==> config.mk <==
export PLATFORM = sky130hd
export DESIGN_NAME = match_controller
export DESIGN_NICKNAME = d
export VERILOG_FILES = /design/src/rtl/tow_pkg.sv /design/src/rtl/match_controller_cycle_timer.sv /design/src/rtl/match_controller.sv
export SDC_FILE = /design/constraint.sdc
export NUM_CORES = 1
export LEC_CHECK = 0
export BUFFER_PORTS_ARGS = -buffer_cell sky130_fd_sc_hd__buf_4
export CAP_MARGIN = 20
export CORE_ASPECT_RATIO = 1.75
export CORE_MARGIN = 2
export CORE_UTILIZATION = 53
export DETAILED_ROUTE_END_ITERATION = 8
export HOLD_SLACK_MARGIN = 0.12
export PLACE_DENSITY = 0.7
export SLEW_MARGIN = 20
export SYNTH_ARGS = -nofsm -noshare
export SYNTH_HDL_FRONTEND = slang
export SYNTH_SLANG_ARGS = --single-unit
==> constraint.sdc <==
create_clock -name clk -period 6 [get_ports clk]
set_input_delay 1.2 -clock clk [delete_from_list [all_inputs] [get_ports clk]]
set_output_delay 1.2 -clock clk [all_outputs]
set_load 0.01 [all_outputs]
==> src/rtl/tow_pkg.sv <==
// Shared types and constants for the tug-of-war match-level logic.
// State encoding, winner codes and the timer-width helper live here.
package tow_pkg;

  typedef enum logic [1:0] {
    PLAY       = 2'd0,
    PAUSE      = 2'd1,
    NEW_ROUND  = 2'd2,
    MATCH_OVER = 2'd3
  } state_t;

  localparam logic [1:0] WIN_NONE  = 2'b00;
  localparam logic [1:0] WIN_RIGHT = 2'b01;
  localparam logic [1:0] WIN_LEFT  = 2'b10;

  localparam int SCORE_W = 3;

  // Bits needed to hold a down-count of n-1 (n >= 1), never less than one.
  function automatic int timer_width(input int n);
    return (n > 1) ? $clog2(n) : 1;
  endfunction

endpackage

==> src/rtl/match_controller_cycle_timer.sv <==
// Loadable down-counter; done is high while the count sits at zero.
// The count saturates at zero and never wraps.
module cycle_timer #(
  parameter int W = 1
) (
  input  logic         clk,
  input  logic         reset,
  input  logic         load,
  input  logic [W-1:0] load_val,
  output logic         done
);

  logic [W-1:0] count;

  always_ff @(posedge clk) begin
    if (!reset) begin
      count <= '0;
    end else if (load) begin
      count <= load_val;
    end else if (count != '0) begin
      count <= count - W'(1);
    end
  end

  assign done = (count == '0);

endmodule

==> src/rtl/match_controller.sv <==
// Match-level sequencer: keeps round scores, declares the match winner,
// and sequences the post-round pause, round clear and victory blink.
//
//   state      | meaning
//   -----------+--------------------------------------------------------
//   PLAY       | round in progress, player inputs live
//   PAUSE      | post-round freeze, PAUSE_CYCLES long
//   NEW_ROUND  | one-cycle round_rst pulse, inputs still frozen
//   MATCH_OVER | winner declared, scores held, displays blink
module match_controller
  import tow_pkg::*;
#(
  parameter int WIN_TARGET   = 3,
  parameter int PAUSE_CYCLES = 25_000_000,
  parameter int BLINK_CYCLES = 12_500_000
) (
  input  logic       clk,
  input  logic       reset,
  input  logic       wL,
  input  logic       wR,
  input  logic       restart,
  output logic       round_rst,
  output logic       freeze,
  output logic [2:0] scoreL,
  output logic [2:0] scoreR,
  output logic [1:0] match_winner,
  output logic       blink
);

  localparam int PW = timer_width(PAUSE_CYCLES);
  localparam int BW = timer_width(BLINK_CYCLES);

  localparam logic [PW-1:0]      PAUSE_LOAD = PW'(PAUSE_CYCLES - 1);
  localparam logic [BW-1:0]      BLINK_LOAD = BW'(BLINK_CYCLES - 1);
  localparam logic [SCORE_W-1:0] TARGET     = SCORE_W'(WIN_TARGET);

  state_t             state;
  logic               pause_done;
  logic               blink_done;
  logic               pause_load;
  logic               blink_load;
  logic [SCORE_W-1:0] scoreL_inc;
  logic [SCORE_W-1:0] scoreR_inc;

  // Timers are held at their reload value outside their own state, so the
  // count is already primed on the cycle the state is entered.
  always_comb begin
    pause_load = (state != PAUSE);
    blink_load = (state != MATCH_OVER) || blink_done;
    scoreL_inc = scoreL + SCORE_W'(1);
    scoreR_inc = scoreR + SCORE_W'(1);
  end

  cycle_timer #(.W(PW)) u_pause_timer (
    .clk      (clk),
    .reset    (reset),
    .load     (pause_load),
    .load_val (PAUSE_LOAD),
    .done     (pause_done)
  );

  cycle_timer #(.W(BW)) u_blink_timer (
    .clk      (clk),
    .reset    (reset),
    .load     (blink_load),
    .load_val (BLINK_LOAD),
    .done     (blink_done)
  );

  always_ff @(posedge clk) begin
    if (!reset) begin
      state        <= PLAY;
      scoreL       <= '0;
      scoreR       <= '0;
      match_winner <= WIN_NONE;
      round_rst    <= 1'b0;
      freeze       <= 1'b0;
      blink        <= 1'b0;
    end else begin
      round_rst <= 1'b0;
      if (restart && state != NEW_ROUND) begin
        state        <= NEW_ROUND;
        scoreL       <= '0;
        scoreR       <= '0;
        match_winner <= WIN_NONE;
        blink        <= 1'b0;
        freeze       <= 1'b1;
        round_rst    <= 1'b1;
      end else begin
        case (state)
          PLAY: begin
            if (wL && !wR) begin
              scoreL <= scoreL_inc;
              freeze <= 1'b1;
              if (scoreL_inc == TARGET) begin
                state        <= MATCH_OVER;
                match_winner <= WIN_LEFT;
              end else begin
                state <= PAUSE;
              end
            end else if (wR && !wL) begin
              scoreR <= scoreR_inc;
              freeze <= 1'b1;
              if (scoreR_inc == TARGET) begin
                state        <= MATCH_OVER;
                match_winner <= WIN_RIGHT;
              end else begin
                state <= PAUSE;
              end
            end else if (wL && wR) begin
              // Tie: no score change, the round is replayed after the pause.
              state  <= PAUSE;
              freeze <= 1'b1;
            end
          end
          PAUSE: begin
            if (pause_done) begin
              state     <= NEW_ROUND;
              round_rst <= 1'b1;
            end
          end
          NEW_ROUND: begin
            state  <= PLAY;
            freeze <= 1'b0;
          end
          MATCH_OVER: begin
            if (blink_done) begin
              blink <= ~blink;
            end
          end
          default: begin
            state <= PLAY;
          end
        endcase
      end
    end
  end

endmodule

==> impl_metrics.toml <==
[logic_synthesis]
async_flop_share = 0
synthTopCellsByArea = "dfxtp_1, xor2_1, ha_1, a21oi_1, nor2_1"
ys.flop_type = "dfxtp_1"
synth_common_cells = "dfxtp_1, nor2_1, a21oi_1, xor2_1, nand2_1"
syn_area_um2 = 3260
ys_seq_elements = 62
yosysTopAreaCell = "dfxtp_1"
avgSynthCellArea_um2 = 8.85
synth_nets = 390
syn_inst = 368
yosysTopAreaCellShare = 0.381
ys_seq_area_frac = 0.381
yosysMostFrequentCell = "dfxtp_1"
ys_types = 54
ys_warn_count = 0
synth_edf_count = 0

[global_route]
met1_usage = 0.233
grt_pass1_wl_mm = 11.9
met2_usage = 0.405
busiest_layer = "met2"
grt_pass1_vias = 2642
antenna_found_initial = 0
grt.overflow.total = 0
grt_max_degree = 34
grt.met3_usage = 0.0387
grt.total_usage = 0.219

[cells_and_area]
diodes = 0
fin_nets = 404
layout-drive-gt1-share = 0.127
final_cells = 465
synthToLayoutAreaGrowth_pct = 11.8

[floorplan]
rows = 37
start_util = 0.549
fp.dieW_um = 63.2
die_height_um = 108
ios = 16
dieArea_um2 = 6810
coreArea_um2 = 5930

[route]
avgRoutedWirePerCell_um = 14.6
wl_mm = 6.78
routed-via-count = 2626
dr.pass1.iters = 4
ant_nets = 0
vias_per_cell = 5.65
route.detailed.drc = 0
drt_iter0_markers = 103

[sta]
min_period_over_period = 0.456
finalHoldViolCount = 0
tns_ps = 0
worstMarginPinSlew_ps = 995
slew_viol_final = 0
rsz0062_at_grt = "no"
maxClockFrequency_mhz = 366
layout_min_cycle_time_ps = 2740
skew_ps = 5.43
setup_viol = 0
slew_headroom = 0.337

[power]
vdd_drop_max_uv = 219
p_per_area_nw_per_um2 = 325
p_leak_nw = 1.38

[clocking]
path_clk_slew_ps = 70
cts.sinks = 62
h-tree-depth = 3
cts_tree = "done"
cts_resized = 0
cts_setup_buffers = 0
clockBufferDepth = 2
root_buffer = "clkbuf_8"
holdBufCountCts = 0
cts_buffers = 9
clock_latency_ps = 340

[placed_design]
port_buffers = 15
placedCellCount = 448
gp_congestion = 0.829
dp.final_hpwl_mm = 4.82

[flow_run]
cap_viol_max_count = 0

[status]
status = "finished, final reports clean"

[setup_path]
critPathArrivalTime_ps = 3000
end_kind = "register"
worst-path-max-fanout = 10
worstPathRequired_ps = 6260
worstSetupPathType = "in2reg"
worst_setup_path_start_kind = "primary input"

[min_path]
min_path_type = "reg2reg"
-- metrics by stage --
step                setup slack (ps)  hold WS [ps]  power [mW]  utilization  instance area, um^2
floorplan                       3180           453       0.740            -                 3260
global placement                3010           469       0.813        0.576                 3410
detailed placement              2970           482       0.818        0.576                 3410
CTS                             3320           492        1.19        0.610                 3610
global route                    3150           523        1.26        0.614                 3640
finish                          3260           494        1.18        0.614                 3640
-- critical path, cell delays in order --
cell and delay (ps):
buf_4 120, ha_1 300, or4b_2 750, o211ai_1 140
nor3_1 100, nand4b_1 190, a21oi_1 200
-- per-layer routing --
| metal | vias to the layer above | part of all wire |
|---|---|---|
| met5 | - | 0 |
| met4 | 0 | 0.029 |
| met3 | 24 | 0.026 |
| met2 | 39 | 0.54 |
| met1 | 1224 | 0.41 |
| li1 | 1339 | - |
-- worst paths after layout --
check                                  startpoint                                  end  slack [ps]  cells past startpoint
max                                            wL                state[1]$_SDFFE_PN0P_        3260                      7
min           u_blink_timer.count[5]$_SDFFE_PP0P_  u_blink_timer.count[5]$_SDFFE_PP0P_         490                      2
max reg2reg  u_pause_timer.count[12]$_SDFFE_PN0N_                state[0]$_SDFFE_PP0P_        3610                      5
min reg2reg   u_blink_timer.count[5]$_SDFFE_PP0P_  u_blink_timer.count[5]$_SDFFE_PP0P_         490                      2
-- placed cells by master, fill, tap and decap left out, types with 4 or more instances in the layout --
cell	synthesis	layout
dfxtp_1	62	62
nor2_1	41	41
a21oi_1	34	34
xor2_1	28	28
nand2_1	18	18
inv_1	17	17
ha_1	17	17
buf_4	0	16
xnor2_1	15	15
or4_1	13	13
clkbuf_8	0	11
nor3_1	10	10
nor4_1	8	8
o21ai_0	8	8
nand3_1	8	8
nand2b_1	6	6
a31oi_1	6	6
nand4_1	5	5
nand4b_1	4	4
nand3b_1	4	4
o21ai_1	4	4
-- registers in the layout (all words and copies together) (netlist names) --
name / cells
round_rst: 1
match_winner: 2
freeze: 1
blink: 1
scoreL: 3
scoreR: 3
u_pause_timer.count: 25
u_blink_timer.count: 24
state: 2
-- cell families after synthesis --
group / share of synthesized area
compound gates: 0.140
xor+xnor: 0.116
fa+ha+maj: 0.0653
buf+inv: 0.0384
flops: 0.381
mux: 0.0127
simple gates: 0.247
-- cell type report --
class                   count  area [um^2]
clock inverters             4         45.0
flip-flops and latches     62         1240
fillers                   553         2290
inverters                  17         63.8
clock buffers              12          155
well taps                  78         97.6
repair buffers             17          148
multi-input cells         275         1890
-- power breakdown --
| group | total [mW] | switching, mW | leakage [nW] | internal, mW |
|---|---|---|---|---|
| combinational | 0.304 | 0.176 | 0.762 | 0.128 |
| clock | 0.372 | 0.159 | 0.106 | 0.213 |
| sequential | 0.509 | 0.0494 | 0.513 | 0.459 |
| total | 1.18 | 0.385 | 1.38 | 0.799 |
(Power assumes the default switching activity.)
